<file path="src/rtl/n4fpga_pwm_meas_sched_if.sv">
// Result handshake between the PWM measurement scheduler (master) and the
// register-side consumer (slave).
interface n4fpga_pwm_meas_sched_if #(
    parameter int NUM_CH = 3,
    parameter int CNT_W  = 32
);
    localparam int CH_W = (NUM_CH > 1) ? $clog2(NUM_CH) : 1;

    logic             result_valid;
    logic             result_ready;
    logic [CH_W-1:0]  result_ch;
    logic [CNT_W-1:0] high_count;
    logic [CNT_W-1:0] low_count;
    logic             timeout;
    logic             stuck_level;

    modport master (
        output result_valid, result_ch, high_count, low_count, timeout, stuck_level,
        input  result_ready
    );

    modport slave (
        input  result_valid, result_ch, high_count, low_count, timeout, stuck_level,
        output result_ready
    );
endinterface

</file>
<file path="src/rtl/n4fpga_pwm_meas_sched.sv">
// Round-robin high/low period measurement of NUM_CH PWM inputs through one
// shared engine, with timeout recovery for inputs stuck at 0% or 100% duty.
module n4fpga_pwm_meas_sched #(
    parameter int NUM_CH      = 3,
    parameter int CNT_W       = 32,
    parameter int SETTLE_CYC  = 4,
    parameter int TIMEOUT_CYC = 1000000
) (
    input  logic                      clock_3,
    input  logic                      Reset,
    input  logic                      enable,
    input  logic [NUM_CH-1:0]         pwm_in,
    output logic [$clog2(NUM_CH)-1:0] ch_sel,
    output logic                      busy,
    n4fpga_pwm_meas_sched_if.master   res
);
    localparam int CH_W = $clog2(NUM_CH);
    localparam logic [CNT_W-1:0] TMO         = CNT_W'(TIMEOUT_CYC);
    localparam logic [CNT_W-1:0] TMO_LAST    = CNT_W'(TIMEOUT_CYC - 1);
    localparam logic [CNT_W-1:0] SETTLE_LAST = CNT_W'(SETTLE_CYC - 1);
    localparam logic [CH_W-1:0]  LAST_CH     = CH_W'(NUM_CH - 1);

    typedef enum logic [2:0] {
        IDLE      = 3'd0,
        SETTLE    = 3'd1,
        WAIT_RISE = 3'd2,
        MEAS_HIGH = 3'd3,
        MEAS_LOW  = 3'd4,
        PRESENT   = 3'd5
    } state_t;

    state_t           state_r, state_nx;
    logic [CH_W-1:0]  ch_sel_r, ch_nx, rch_r, rch_nx;
    logic [CNT_W-1:0] scnt_r, scnt_nx, pcnt_r, pcnt_nx, tcnt_r, tcnt_nx;
    logic [CNT_W-1:0] hi_r, hi_nx, lo_r, lo_nx;
    logic             to_r, to_nx, stuck_r, stuck_nx;
    logic             valid_r, busy_r;
    logic             meta_r, s_r, prev_r;
    logic             rise_s, fall_s, tmo_hit_s;
    logic [2*CNT_W+CH_W:0] tmo_pack_s;

    // Two-flop synchronizer on the selected input plus one cycle of history.
    always_ff @(posedge clock_3) begin
        if (Reset) begin
            meta_r <= 1'b0;
            s_r    <= 1'b0;
            prev_r <= 1'b0;
        end else begin
            meta_r <= pwm_in[ch_sel_r];
            s_r    <= meta_r;
            prev_r <= s_r;
        end
    end

    assign rise_s    = s_r & ~prev_r;
    assign fall_s    = ~s_r & prev_r;
    assign tmo_hit_s = (tcnt_r >= TMO_LAST);
    // Stuck result: the whole timeout window lands in the period matching the level.
    assign tmo_pack_s = {(s_r ? TMO : {CNT_W{1'b0}}), (s_r ? {CNT_W{1'b0}} : TMO), s_r, ch_sel_r};

    // FSM state register.
    always_ff @(posedge clock_3) begin
        if (Reset) begin
            state_r <= IDLE;
        end else begin
            state_r <= state_nx;
        end
    end

    // Next-state and datapath update; the expected edge is tested before the timeout.
    always_comb begin
        state_nx = state_r;
        ch_nx    = ch_sel_r;
        scnt_nx  = scnt_r;
        pcnt_nx  = pcnt_r;
        tcnt_nx  = tcnt_r;
        hi_nx    = hi_r;
        lo_nx    = lo_r;
        rch_nx   = rch_r;
        to_nx    = to_r;
        stuck_nx = stuck_r;
        case (state_r)
            IDLE: begin
                if (enable) begin
                    state_nx = SETTLE;
                    scnt_nx  = {CNT_W{1'b0}};
                end else begin
                    state_nx = IDLE;
                end
            end
            SETTLE: begin
                if (scnt_r >= SETTLE_LAST) begin
                    state_nx = WAIT_RISE;
                    tcnt_nx  = {CNT_W{1'b0}};
                end else begin
                    scnt_nx = scnt_r + CNT_W'(1);
                end
            end
            WAIT_RISE: begin
                if (rise_s) begin
                    state_nx = MEAS_HIGH;
                    pcnt_nx  = CNT_W'(1);
                    tcnt_nx  = {CNT_W{1'b0}};
                end else if (tmo_hit_s) begin
                    state_nx = PRESENT;
                    to_nx    = 1'b1;
                    {hi_nx, lo_nx, stuck_nx, rch_nx} = tmo_pack_s;
                end else begin
                    tcnt_nx = tcnt_r + CNT_W'(1);
                end
            end
            MEAS_HIGH: begin
                if (fall_s) begin
                    state_nx = MEAS_LOW;
                    hi_nx    = pcnt_r;
                    pcnt_nx  = CNT_W'(1);
                    tcnt_nx  = {CNT_W{1'b0}};
                end else if (tmo_hit_s) begin
                    state_nx = PRESENT;
                    to_nx    = 1'b1;
                    {hi_nx, lo_nx, stuck_nx, rch_nx} = tmo_pack_s;
                end else begin
                    tcnt_nx = tcnt_r + CNT_W'(1);
                    pcnt_nx = (s_r && (pcnt_r < TMO)) ? pcnt_r + CNT_W'(1) : pcnt_r;
                end
            end
            MEAS_LOW: begin
                if (rise_s) begin
                    state_nx = PRESENT;
                    lo_nx    = pcnt_r;
                    to_nx    = 1'b0;
                    stuck_nx = 1'b0;
                    rch_nx   = ch_sel_r;
                end else if (tmo_hit_s) begin
                    state_nx = PRESENT;
                    to_nx    = 1'b1;
                    {hi_nx, lo_nx, stuck_nx, rch_nx} = tmo_pack_s;
                end else begin
                    tcnt_nx = tcnt_r + CNT_W'(1);
                    pcnt_nx = (!s_r && (pcnt_r < TMO)) ? pcnt_r + CNT_W'(1) : pcnt_r;
                end
            end
            PRESENT: begin
                if (res.result_ready) begin
                    ch_nx    = (ch_sel_r == LAST_CH) ? {CH_W{1'b0}} : ch_sel_r + CH_W'(1);
                    state_nx = enable ? SETTLE : IDLE;
                    scnt_nx  = {CNT_W{1'b0}};
                end else begin
                    state_nx = PRESENT;
                end
            end
            default: begin
                state_nx = IDLE;
            end
        endcase
    end

    // Datapath and registered outputs; valid/busy follow the state being entered.
    always_ff @(posedge clock_3) begin
        if (Reset) begin
            ch_sel_r <= {CH_W{1'b0}};
            rch_r    <= {CH_W{1'b0}};
            scnt_r   <= {CNT_W{1'b0}};
            pcnt_r   <= {CNT_W{1'b0}};
            tcnt_r   <= {CNT_W{1'b0}};
            hi_r     <= {CNT_W{1'b0}};
            lo_r     <= {CNT_W{1'b0}};
            to_r     <= 1'b0;
            stuck_r  <= 1'b0;
            valid_r  <= 1'b0;
            busy_r   <= 1'b0;
        end else begin
            ch_sel_r <= ch_nx;
            rch_r    <= rch_nx;
            scnt_r   <= scnt_nx;
            pcnt_r   <= pcnt_nx;
            tcnt_r   <= tcnt_nx;
            hi_r     <= hi_nx;
            lo_r     <= lo_nx;
            to_r     <= to_nx;
            stuck_r  <= stuck_nx;
            valid_r  <= (state_nx == PRESENT);
            busy_r   <= (state_nx != IDLE);
        end
    end

    assign ch_sel           = ch_sel_r;
    assign busy             = busy_r;
    assign res.result_valid = valid_r;
    assign res.result_ch    = rch_r;
    assign res.high_count   = hi_r;
    assign res.low_count    = lo_r;
    assign res.timeout      = to_r;
    assign res.stuck_level  = stuck_r;
endmodule

</file>
<file path="src/flat_wrapper.sv">
// flat-port wrapper written by rule: the top's interface ports become plain ports
module n4fpga_pwm_meas_sched_flat 
#(
    parameter int NUM_CH      = 3,
    parameter int CNT_W       = 32,
    parameter int SETTLE_CYC  = 4,
    parameter int TIMEOUT_CYC = 1000000
)
  (clock_3, Reset, enable, pwm_in, ch_sel, busy, res_result_valid, res_result_ch, res_high_count, res_low_count, res_timeout, res_stuck_level, res_result_ready);
  n4fpga_pwm_meas_sched_if #(.NUM_CH(NUM_CH), .CNT_W(CNT_W)) res_i ();
  input  logic clock_3;
  input  logic Reset;
  input  logic enable;
  input  logic [NUM_CH-1:0] pwm_in;
  output logic [$clog2(NUM_CH)-1:0] ch_sel;
  output logic busy;
  output wire logic [$bits(res_i.result_valid)-1:0] res_result_valid;
  output wire logic [$bits(res_i.result_ch)-1:0] res_result_ch;
  output wire logic [$bits(res_i.high_count)-1:0] res_high_count;
  output wire logic [$bits(res_i.low_count)-1:0] res_low_count;
  output wire logic [$bits(res_i.timeout)-1:0] res_timeout;
  output wire logic [$bits(res_i.stuck_level)-1:0] res_stuck_level;
  input wire logic [$bits(res_i.result_ready)-1:0] res_result_ready;
  assign res_result_valid = res_i.result_valid;
  assign res_result_ch = res_i.result_ch;
  assign res_high_count = res_i.high_count;
  assign res_low_count = res_i.low_count;
  assign res_timeout = res_i.timeout;
  assign res_stuck_level = res_i.stuck_level;
  assign res_i.result_ready = res_result_ready;
  n4fpga_pwm_meas_sched #(.NUM_CH(NUM_CH), .CNT_W(CNT_W), .SETTLE_CYC(SETTLE_CYC), .TIMEOUT_CYC(TIMEOUT_CYC)) u_core (.clock_3(clock_3), .Reset(Reset), .enable(enable), .pwm_in(pwm_in), .ch_sel(ch_sel), .busy(busy), .res(res_i));
endmodule
</file>
<file path="config.mk">
export PLATFORM = sky130hd
export DESIGN_NAME = n4fpga_pwm_meas_sched_flat
export DESIGN_NICKNAME = d
export VERILOG_FILES = /design/src/rtl/n4fpga_pwm_meas_sched_if.sv /design/src/rtl/n4fpga_pwm_meas_sched.sv /design/src/flat_wrapper.sv
export SDC_FILE = /design/constraint.sdc
export NUM_CORES = 1
export LEC_CHECK = 0
export BUFFER_PORTS_ARGS = -buffer_cell sky130_fd_sc_hd__buf_2
export CORE_MARGIN = 5
export CORE_UTILIZATION = 35
export CTS_CLUSTER_SIZE = 10
export DETAILED_ROUTE_END_ITERATION = 6
export SLEW_MARGIN = 20
export SYNTH_ARGS = -nofsm -noshare
export SYNTH_HDL_FRONTEND = slang
export SYNTH_SLANG_ARGS = --single-unit
</file>
<file path="constraint.sdc">
create_clock -name clock_3 -period 7.2 [get_ports clock_3]
set_clock_uncertainty 0.15 [all_clocks]
set_input_delay 1.44 -clock clock_3 [delete_from_list [all_inputs] [get_ports clock_3]]
set_output_delay 1.44 -clock clock_3 [all_outputs]
set_load 0.01 [all_outputs]
</file>
======== After elaboration in Yosys (flattened, before gate mapping) ========
Cells that the tools add are included.
storage, ports and cells
  memories kept ........................... 0
  bits in registers ....................... 174
  bits in writable memories ............... 0
  word-level logic and storage cells ...... 118
  output and inout bits ................... 72
  memory bits (read-only) ................. 0
  latch bits .............................. 0
  input port bits ......................... 7
operators by class
  divide/modulo/power cells ............... 0
  reduce and logical (&&, ||, !) cells .... 16
  bitwise operators ....................... 4
  multiplexer cells ....................... 55
  add/subtract/negate cells ............... 4
  eq/ne operators ......................... 20
  magnitude comparators ................... 4
  multipliers ............................. 0
  shifts and indexed selects .............. 0
operator list
  kind                                                                             number
  32-bit two-way mux                                                               22
  32-bit one-hot mux with 3 select lines                                           3
  32-bit one-hot mux with 4 select lines                                           1
  32-bit by 1-bit adder with 32-bit output (second input constant)                 3
  32-bit one-hot mux with 2 select lines                                           1
  20-bit two-way mux                                                               2
  32-bit by 2-bit >= comparator with 1-bit output (second input constant)          1
  32-bit by 20-bit >= comparator with 1-bit output (second input constant)         1
  32-bit by 20-bit less-than comparator with 1-bit output (second input constant)  1
  3-bit two-way mux                                                                6
  3-bit one-hot mux with 6 select lines                                            1
  2-bit inequality test (second input constant)                                    8
  1-bit two-way mux                                                                10
  2-bit two-way mux                                                                5
  3-bit == test (second input constant)                                            3
  3-bit nonzero test                                                               3
  7-bit AND reduction                                                              1
  3-bit by 2-bit == test with 1-bit output (second input constant)                 2
  2-bit by 1-bit inequality test with 1-bit output (second input constant)         3
  1-bit one-hot mux with 3 select lines                                            2
  2-bit one-hot mux with 3 select lines                                            1
  3-bit AND reduction                                                              2
  2-bit AND reduction                                                              2
  4-bit AND reduction                                                              1
  other kinds (15)                                                                 18

======== Longest topological paths before layout ========
Gate-level depths: netlist of the first run.
  depth after elaboration ................. 6
  mapped depth ............................ 10
  mapped depth without buffers ............ 7

======== Worst setup path after synthesis of the first run ========
Ideal clock, no wire load.
  path kind ............................... in2reg
  start point ............................. input port Reset
  end point ............................... register u_core.pcnt_r[1]
  library setup time ...................... 0.128 ns
  stages on the path ...................... 4
  buffers on the path ..................... 3
  arrival time ............................ 2.349 ns
  setup slack ............................. 4.574 ns
  cell sequence ........................... clkbuf_1 > buf_1 > clkbuf_1 > nor2_1
RTL lines
  element               RTL line                      RTL
  start, declared       flat_wrapper.sv:12            input logic Reset;
  end signal, assigned  n4fpga_pwm_meas_sched.sv:164  pcnt_r <= {CNT_W{1'b0}};
  end signal, assigned  n4fpga_pwm_meas_sched.sv:176  pcnt_r <= pcnt_nx;
  end, declared         n4fpga_pwm_meas_sched.sv:34   logic [CNT_W-1:0] scnt_r, scnt_nx, pcnt_r, pcnt_nx, tcnt_r, tcnt_nx;
No word-level cell between the ends.

======== Worst setup path after layout of the first run ========
  start point ............................. register u_core.tcnt_r[5]
  end point ............................... register u_core.tcnt_r[17]
on the way
  cells in the longest elaborated chain, start to end .. 4
  elaborated cells on any way between the ends .. 7
  classes of those cells .................. 1 x add/sub; 1 x order compare; 5 x mux
RTL lines
  element                                                                                                       RTL line                                                                                  RTL
  start, declared                                                                                               n4fpga_pwm_meas_sched.sv:34
  start signal, assigned                                                                                        n4fpga_pwm_meas_sched.sv:165                                                              tcnt_r <= {CNT_W{1'b0}};
  start signal, assigned                                                                                        n4fpga_pwm_meas_sched.sv:177                                                              tcnt_r <= tcnt_nx;
  32-bit by 1-bit adder with 32-bit output or 32-bit by 20-bit >= comparator with 1-bit output (tied branches)  -
  32-bit two-way mux *                                                                                          n4fpga_pwm_meas_sched.sv:104, n4fpga_pwm_meas_sched.sv:118, n4fpga_pwm_meas_sched.sv:134
  32-bit two-way mux, on equally long branches                                                                  n4fpga_pwm_meas_sched.sv:128, n4fpga_pwm_meas_sched.sv:100, n4fpga_pwm_meas_sched.sv:113
  32-bit one-hot mux with 4 select lines *                                                                      n4fpga_pwm_meas_sched.sv:82                                                               case (state_r)
Mark *: on every way between the ends. The rest lies on a longest branch, timed or not. The select of a mux whose other input is x is not followed.
A chain may end at the register's enable or synchronous reset.

==> results of run 1 <==
==> registers in the layout (all words and copies together) (netlist names), 2 cells and up <==
register	flops
u_core.res.high_count	32
u_core.tcnt_r	32
u_core.ch_sel	2
u_core.res.low_count	32
u_core.state_r	3
u_core.scnt_r	32
u_core.res.result_ch	2
u_core.pcnt_r	32
==> cell type report <==
| cell class | instances | share of cell area (%) |
|---|---|---|
| Clock buffer | 19 | 5.60 |
| Tap cell | 260 | 4.11 |
| Sequential cell | 174 | 44.0 |
| Timing Repair Buffer | 82 | 5.31 |
| Inverter | 16 | 0.759 |
| Clock inverter | 13 | 1.87 |
| Multi-Input combinational cell | 504 | 38.3 |
==> cells in the mapped netlist (all sizes together), types with 2 or more instances <==
cell	number
or3	22
and4	5
a211oi	3
a311o	2
xor2	4
o31ai	9
a31oi	8
and2	47
mux2i	8
dfxtp	174
nor3	9
clkbuf	33
nand2	25
a311oi	7
xnor2	2
a22oi	50
a211o	2
nor2	104
a41oi	2
o311a	2
o2111ai	2
nand2b	4
ha	3
o21ai	35
or2	3
o221a	7
and3	14
o211ai	8
or4	10
buf	10
nand3	17
a21o	3
nor2b	4
nand4	12
a21oi	43
nor4	16
inv	16
nand3b	2
o21a	2
==> final timing paths <==
kind / from / to / slack (ps) / cells after the start
max: u_core.tcnt_r[5] / u_core.tcnt_r[17] / 3750 / 6
min reg2reg: u_core.meta_r / u_core.s_r / 290 / 1
max reg2reg: u_core.tcnt_r[5] / u_core.tcnt_r[17] / 3750 / 6
min: u_core.meta_r / u_core.s_r / 290 / 1
==> cell families (layout without fill, tap and decap cells) <==
kind of cell | Yosys count | after routing | share of synthesized area [%]
flops | 174 | 174 | 51.7
mux | 8 | 8 | 1.19
fa+ha+maj | 3 | 3 | 0.557
simple gates | 296 | 296 | 22.7
compound gates | 191 | 191 | 19.6
xor+xnor | 6 | 6 | 0.779
buf+inv | 59 | 130 | 3.53
==> metrics by stage <==
stage / total power (µW) / setup slack [ps] / cell area, µm² / instances
finish: 1910 / 3750 / 7920 / 1068
global route: 1980 / 3430 / 7920 / 1068
CTS: 1940 / 3730 / 7920 / 1068
detailed placement: 1030 / 3390 / 7320 / 1036
global placement: 1030 / 3450 / 7320 / 1036
floorplan: 1020 / 4570 / 6740 / 737
==> per-layer routing <==
metal / up-vias / global-route usage, % / part of all wire (%)
li1: 2815 / - / -
met1: 2606 / 20.3 / 49
met2: 115 / 22.3 / 44
met3: 15 / 4.53 / 5.8
met4: 0 / 4.58 / 1.1
met5: - / 0 / 0
==> where the power goes <==
part | switching, µW | internal (µW) | leakage [µW]
Combinational | 28.5 | 10.5 | 0.00137
Sequential | 4.69 | 965 | 0.00140
Clock | 404 | 502 | 0.000289
==> report_table.html, run 1 <==
<table>
<tr><th>Metric</th><th>Value</th></tr>
<tr><th colspan="2">Status</th></tr>
<tr><td>Status</td><td>finished, final reports clean</td></tr>
<tr><th colspan="2">Detailed routing</th></tr>
<tr><td>Average wire per standard cell</td><td>15.0 µm</td></tr>
<tr><td>Count of nets left with antenna violations after detail routing</td><td>0</td></tr>
<tr><td>Vias per std cell</td><td>~5.2</td></tr>
<tr><td>Number of optimization iterations in the first detailed-route pass</td><td>5</td></tr>
<tr><td>Detailed-route wire length</td><td>approximately 16,000 µm</td></tr>
<tr><td>Iteration-0 DRC Markers</td><td>347</td></tr>
<tr><td>Residual DRC</td><td>0</td></tr>
<tr><td>Detailed-route via count</td><td>between 5,000 and 6,000</td></tr>
<tr><th colspan="2">Synth</th></tr>
<tr><td>Fraction of synthesis flops using an asynchronous set or reset pin</td><td>0%</td></tr>
<tr><td>Netlist area before placement</td><td>6740 µm²</td></tr>
<tr><td>Post-synth top area share</td><td>slightly above 50%</td></tr>
<tr><td>Synthesized area divided by synthesized cell count</td><td>just over 9 µm²</td></tr>
<tr><td>Dominant cells by area after synthesis</td><td>sky130_fd_sc_hd__dfxtp_1 (52%), sky130_fd_sc_hd__nor2_1 (5.8%), sky130_fd_sc_hd__a22oi_1 (5.6%)</td></tr>
<tr><td>Yosys warning total</td><td>0</td></tr>
<tr><td>Post-synthesis sequential area ratio</td><td>about half</td></tr>
<tr><td>Synthesized net count</td><td>~750</td></tr>
<tr><td>Cell variety after synth</td><td>between 50 and 60</td></tr>
<tr><td>Register bit total from synthesis</td><td>about 170</td></tr>
<tr><td>Post-Syn Instances</td><td>737</td></tr>
<tr><td>Dominant synthesized flop cell</td><td>sky130_fd_sc_hd__dfxtp_1</td></tr>
<tr><td>Most area-hungry cell type in the Yosys netlist</td><td>sky130_fd_sc_hd__dfxtp_1</td></tr>
<tr><td>Post-synth EDFFs</td><td>0</td></tr>
<tr><th colspan="2">Critical path</th></tr>
<tr><td>Data required time at the worst endpoint</td><td>~7400 ps</td></tr>
<tr><td>Sum of buffers and inverters on the critical path</td><td>0</td></tr>
<tr><td>Cell family with the largest share of critical-path delay</td><td>compound AO/OA/AOI/OAI gates</td></tr>
<tr><td>Element type at the critical path end</td><td>flip-flop</td></tr>
<tr><td>Worst Path Class, Setup</td><td>reg -&gt; reg</td></tr>
<tr><td>Slowest cell delay on critical path</td><td>around 900 ps</td></tr>
<tr><td>CP max FO</td><td>15</td></tr>
<tr><td>Launching element type of the critical path</td><td>flip-flop</td></tr>
<tr><td>Slowest cell on the critical path</td><td>sky130_fd_sc_hd__a211oi_2</td></tr>
<tr><td>Worst endpoint data arrival time</td><td>around 3700 ps</td></tr>
<tr><td>Cell breakdown of the critical path</td><td>and3_1 &gt; a311o_1 &gt; a211oi_2 &gt; o211ai_1 &gt; or4_1 &gt; a21oi_1</td></tr>
<tr><th colspan="2">Clock tree</th></tr>
<tr><td>Post-CTS Repair Setup Buffers</td><td>0</td></tr>
<tr><td>Clock-pin slew reported for the worst setup and hold paths after clock tree synthesis</td><td>about 70 ps</td></tr>
<tr><td>Number of clock sinks</td><td>174</td></tr>
<tr><td>Number of resized instances in the post-cts repair step</td><td>0</td></tr>
<tr><td>Number of buffers between clock root and the deepest sink</td><td>2</td></tr>
<tr><td>H-tree levels</td><td>4</td></tr>
<tr><td>Hold Buf Count CTS</td><td>0</td></tr>
<tr><td>Inserted Clock Buffers</td><td>17</td></tr>
<tr><td>TritonCTS clock tree</td><td>built</td></tr>
<tr><td>Insertion delay to the later sink of the worst-skew pair</td><td>between 400 and 500 ps</td></tr>
<tr><td>Root buffer cell</td><td>sky130_fd_sc_hd__clkbuf_16</td></tr>
<tr><th colspan="2">Layout</th></tr>
<tr><td>Most common cell after layout, fill and taps aside</td><td>sky130_fd_sc_hd__dfxtp_1</td></tr>
<tr><td>Filler Cells Inserted</td><td>around 1,900</td></tr>
<tr><td>Area of all sequential standard cells</td><td>~3500 µm²</td></tr>
<tr><td>Number of antenna cells inserted</td><td>0</td></tr>
<tr><td>Multi-input gate area in the final layout</td><td>between 3000 and 4000 µm²</td></tr>
<tr><td>Number of nets in the finished design</td><td>805</td></tr>
<tr><td>Layout cells sized above 1</td><td>~16%</td></tr>
<tr><td>Utilization after layout</td><td>a little over two fifths</td></tr>
<tr><td>Most used cells in the layout excluding fill and tap cells</td><td>sky130_fd_sc_hd__dfxtp_1 (174), sky130_fd_sc_hd__nor2_1 (102), sky130_fd_sc_hd__buf_2 (78)</td></tr>
<tr><td>Relative area change from synthesis to final layout</td><td>17.4%</td></tr>
<tr><th colspan="2">STA</th></tr>
<tr><td>Fmax</td><td>0.290 GHz</td></tr>
<tr><td>Final setup vio count</td><td>0</td></tr>
<tr><td>Final total negative setup slack</td><td>0 ps</td></tr>
<tr><td>Hold slack</td><td>294 ps</td></tr>
<tr><td>Final Hold Vio Count</td><td>0</td></tr>
<tr><td>Post-route clock period utilization</td><td>roughly 48%</td></tr>
<tr><td>Minimum clock period</td><td>between 3000 and 4000 ps</td></tr>
<tr><td>Max-slew violations</td><td>0</td></tr>
<tr><td>Relative slew slack</td><td>roughly 29%</td></tr>
<tr><td>Slew at the pin closest to its max-slew limit</td><td>1060 ps</td></tr>
<tr><td>RSZ-0062 raised after global routing</td><td>no</td></tr>
<tr><th colspan="2">Die</th></tr>
<tr><td>Total die area</td><td>~22,000 µm²</td></tr>
<tr><td>Overall die height</td><td>149 µm</td></tr>
<tr><td>Boundary pin count</td><td>between 70 and 80</td></tr>
<tr><td>Core area</td><td>around 19,000 µm²</td></tr>
<tr><td>Die width</td><td>~150 µm</td></tr>
<tr><td>Row Count</td><td>50</td></tr>
<tr><td>Effective utilization at floorplan</td><td>35.8%</td></tr>
<tr><th colspan="2">Flow run</th></tr>
<tr><td>Maxcap violations</td><td>0</td></tr>
<tr><th colspan="2">Placed design</th></tr>
<tr><td>PortBufs</td><td>just under 80</td></tr>
<tr><td>DP HPWL</td><td>10,600 µm</td></tr>
<tr><td>Routability congestion estimate from global placement</td><td>between 0.7 and 0.8</td></tr>
<tr><th colspan="2">Global routing</th></tr>
<tr><td>Antenna violations before repair</td><td>0</td></tr>
<tr><td>Vias in the first global route</td><td>around 5,200</td></tr>
<tr><td>GRT Total Usage</td><td>14.8%</td></tr>
<tr><td>Grt total ovfl</td><td>0</td></tr>
<tr><td>First-pass GRT wire length</td><td>27,000 µm</td></tr>
<tr><td>Largest net degree at the start of global routing</td><td>43</td></tr>
<tr><th colspan="2">Pwr</th></tr>
<tr><td>VDD IR-drop max</td><td>approximately 0.19 mV</td></tr>
<tr><td>Lkg Pwr</td><td>approximately 0.0031 µW</td></tr>
<tr><td>Ratio of total power to cell area</td><td>242 nW/µm²</td></tr>
<tr><th colspan="2">Min path</th></tr>
<tr><td>Class of the worst hold path</td><td>reg -&gt; reg</td></tr>
</table>
(Power assumes the default switching activity.)
==> inputs of run 2 (changes only) <==
- clock period: 7.2 -> 3.5 ns (I/O delays scaled with it)
==> run 2 against run 1 <==
  * Clock power grew 100%
  * First-iteration DRC count grew 0.86%
  * Final area grew 0.74%
  * Core utilization grew 0.31 points
  * Cell count grew 0.84%
  * Combinational power grew 110%
  * Global-route usage grew 0.33 points
  * Hold slack gained 17 ps
  * Total power grew 100%
  * Highest routed layer unchanged
==> report_table.html, run 2 (synthesis gave the netlist of run 1 again) <==
<table>
<tr><th>Metric</th><th>Value</th></tr>
<tr><th colspan="2">Clock tree</th></tr>
<tr><td>Clock-pin slew reported for the worst setup and hold paths after clock tree synthesis</td><td>70 ps (about the same)</td></tr>
<tr><td>Post-CTS Repair Setup Buffers</td><td>0 (unchanged)</td></tr>
<tr><td>Inserted Clock Buffers</td><td>17 (unchanged)</td></tr>
<tr><td>TritonCTS clock tree</td><td>built</td></tr>
<tr><td>Root buffer cell</td><td>sky130_fd_sc_hd__clkbuf_16</td></tr>
<tr><td>Insertion delay to the later sink of the worst-skew pair</td><td>430 ps (about the same)</td></tr>
<tr><td>Number of clock sinks</td><td>174 (unchanged)</td></tr>
<tr><td>Number of resized instances in the post-cts repair step</td><td>0 (unchanged)</td></tr>
<tr><td>Hold Buf Count CTS</td><td>0 (unchanged)</td></tr>
<tr><td>H-tree levels</td><td>4 (unchanged)</td></tr>
<tr><td>Number of buffers between clock root and the deepest sink</td><td>2 (unchanged)</td></tr>
<tr><th colspan="2">Global routing</th></tr>
<tr><td>Largest net degree at the start of global routing</td><td>54 (+26%)</td></tr>
<tr><td>Vias in the first global route</td><td>5,464 (+4.3%)</td></tr>
<tr><td>Grt total ovfl</td><td>0 (unchanged)</td></tr>
<tr><td>First-pass GRT wire length</td><td>27,500 µm (+2.0%)</td></tr>
<tr><td>GRT Total Usage</td><td>15.1% (+0.33 points)</td></tr>
<tr><td>Antenna violations before repair</td><td>0 (unchanged)</td></tr>
<tr><th colspan="2">Min path</th></tr>
<tr><td>Class of the worst hold path</td><td>reg -&gt; reg</td></tr>
<tr><th colspan="2">STA</th></tr>
<tr><td>Minimum clock period</td><td>3090 ps (-361 ps)</td></tr>
<tr><td>Final Hold Vio Count</td><td>0 (unchanged)</td></tr>
<tr><td>Fmax</td><td>0.323 GHz (+12%)</td></tr>
<tr><td>Post-route clock period utilization</td><td>88.3% (+40 points)</td></tr>
<tr><td>Slew at the pin closest to its max-slew limit</td><td>1070 ps (+5.96 ps)</td></tr>
<tr><td>Final total negative setup slack</td><td>0 ps (unchanged)</td></tr>
<tr><td>Max-slew violations</td><td>0 (unchanged)</td></tr>
<tr><td>Relative slew slack</td><td>28.6% (-0.40 points)</td></tr>
<tr><td>RSZ-0062 raised after global routing</td><td>no</td></tr>
<tr><td>Final setup vio count</td><td>0 (unchanged)</td></tr>
<tr><th colspan="2">Pwr</th></tr>
<tr><td>Lkg Pwr</td><td>0.00310 µW (+1.2%)</td></tr>
<tr><td>Total power after layout</td><td>3920 µW (+100%)</td></tr>
<tr><td>VDD IR-drop max</td><td>0.361 mV (+88%)</td></tr>
<tr><td>Ratio of total power to cell area</td><td>492 nW/µm² (+100%)</td></tr>
<tr><th colspan="2">Placed design</th></tr>
<tr><td>PortBufs</td><td>78 (unchanged)</td></tr>
<tr><td>DP HPWL</td><td>11,000 µm (+3.2%)</td></tr>
<tr><td>Routability congestion estimate from global placement</td><td>0.778 (+1.8%)</td></tr>
<tr><td>Placed cell area</td><td>7380 µm² (+0.80%)</td></tr>
<tr><th colspan="2">Die</th></tr>
<tr><td>Die width</td><td>149 µm (unchanged)</td></tr>
<tr><td>Overall die height</td><td>149 µm (unchanged)</td></tr>
<tr><td>Row Count</td><td>50 (unchanged)</td></tr>
<tr><td>Boundary pin count</td><td>79 (unchanged)</td></tr>
<tr><td>Total die area</td><td>22,100 µm² (unchanged)</td></tr>
<tr><td>Core area</td><td>18,800 µm² (unchanged)</td></tr>
<tr><td>Effective utilization at floorplan</td><td>35.8% (unchanged)</td></tr>
<tr><th colspan="2">Critical path</th></tr>
<tr><td>CP max FO</td><td>15 (unchanged)</td></tr>
<tr><td>Slowest cell delay on critical path</td><td>900 ps (about the same)</td></tr>
<tr><td>Worst Path Class, Setup</td><td>reg -&gt; reg</td></tr>
<tr><td>Cell family with the largest share of critical-path delay</td><td>compound AO/OA/AOI/OAI gates</td></tr>
<tr><td>Element type at the critical path end</td><td>flip-flop</td></tr>
<tr><td>Cell breakdown of the critical path</td><td>and3_1 &gt; a311o_1 &gt; a211oi_2 &gt; o211ai_1 &gt; buf_4 &gt; or4_1 &gt; a21oi_1</td></tr>
<tr><td>Data required time at the worst endpoint</td><td>3710 ps (-3680 ps)</td></tr>
<tr><td>Sum of buffers and inverters on the critical path</td><td>1 (+1)</td></tr>
<tr><td>Launching element type of the critical path</td><td>flip-flop</td></tr>
<tr><td>Slowest cell on the critical path</td><td>sky130_fd_sc_hd__a211oi_2</td></tr>
<tr><td>Worst endpoint data arrival time</td><td>3300 ps (-350 ps)</td></tr>
<tr><th colspan="2">Detailed routing</th></tr>
<tr><td>Average wire per standard cell</td><td>15.1 µm (+0.78%)</td></tr>
<tr><td>Detailed-route wire length</td><td>16,300 µm (+1.6%)</td></tr>
<tr><td>Vias per std cell</td><td>5.18 (-0.30%)</td></tr>
<tr><td>Detailed-route via count</td><td>5,581 (+0.54%)</td></tr>
<tr><td>Number of optimization iterations in the first detailed-route pass</td><td>6 (+1)</td></tr>
<tr><td>Count of nets left with antenna violations after detail routing</td><td>0 (unchanged)</td></tr>
<tr><td>Iteration-0 DRC Markers</td><td>350 (+0.86%)</td></tr>
<tr><td>Residual DRC</td><td>0 (unchanged)</td></tr>
<tr><th colspan="2">Status</th></tr>
<tr><td>Status</td><td>finished, final reports clean</td></tr>
<tr><th colspan="2">Flow run</th></tr>
<tr><td>Maxcap violations</td><td>0 (unchanged)</td></tr>
<tr><th colspan="2">Layout</th></tr>
<tr><td>Number of antenna cells inserted</td><td>0 (unchanged)</td></tr>
<tr><td>Post-route design area</td><td>7970 µm² (+0.74%)</td></tr>
<tr><td>Utilization after layout</td><td>42.3% (+0.31 points)</td></tr>
<tr><td>Most used cells in the layout excluding fill and tap cells</td><td>sky130_fd_sc_hd__dfxtp_1 (174), sky130_fd_sc_hd__nor2_1 (102), sky130_fd_sc_hd__buf_2 (78)</td></tr>
<tr><td>Number of nets in the finished design</td><td>814 (+1.1%)</td></tr>
<tr><td>Layout cells sized above 1</td><td>17.3% (+0.92 points)</td></tr>
<tr><td>Relative area change from synthesis to final layout</td><td>18.3%</td></tr>
<tr><td>Most common cell after layout, fill and taps aside</td><td>sky130_fd_sc_hd__dfxtp_1</td></tr>
</table>
-- run 2: power breakdown --
part / switching [µW] / internal [µW] / total [µW]
sequential: 10.0 / 1980 / 1990
clock: 873 / 971 / 1840
combinational: 58.4 / 24.0 / 82.3
-- run 2: metrics by stage --
stage / hold WS (ps) / std cells / setup WS, ps
finish: 312 / 1077 / 408
CTS: 314 / 1077 / 415
detailed placement: 297 / 1045 / 459
floorplan: 264 / 737 / 1080
global route: 329 / 1077 / 221
global placement: 295 / 1045 / 467
-- run 2: cell type report --
| cell class | instances | area, µm² |
|---|---|---|
| clock inverters | 14 | 151 |
| well taps | 260 | 325 |
| clock buffers | 18 | 439 |
| flip-flops and latches | 174 | 3480 |
| fillers | 1851 | 10900 |
| multi-input cells | 504 | 3030 |
| repair buffers | 91 | 488 |
| inverters | 16 | 60.1 |
-- run 2: routing by layer --
metal | vias to the layer above | global-route usage, % | part of all wire [%]
met4 | 0 | 4.53 | 1.1
met2 | 118 | 23.9 | 45
met1 | 2622 | 19.4 | 48
li1 | 2821 | - | -
met5 | - | 0 | 0
met3 | 20 | 5.47 | 6.1
-- run 2: final timing paths --
| check | start | end | slack, ps | cells after the start |
|---|---|---|---|---|
| worst max-delay path | u_core.tcnt_r[5] | u_core.pcnt_r[11] | 410 | 7 |
| worst max register to register | u_core.tcnt_r[5] | u_core.pcnt_r[11] | 410 | 7 |
| worst min register to register | u_core.tcnt_r[19] | u_core.tcnt_r[19] | 310 | 2 |
| worst min-delay path | u_core.tcnt_r[19] | u_core.tcnt_r[19] | 310 | 2 |
-- run 2: worst reg2reg max path, cell delays in order, from the launching register on --
cell                       delay, ps
sky130_fd_sc_hd__dfxtp_1         330
sky130_fd_sc_hd__and3_1          240
sky130_fd_sc_hd__a311o_1         400
sky130_fd_sc_hd__a211oi_2        910
sky130_fd_sc_hd__o211ai_1        210
sky130_fd_sc_hd__buf_4           230
sky130_fd_sc_hd__or4_1           410
sky130_fd_sc_hd__a21oi_1         160
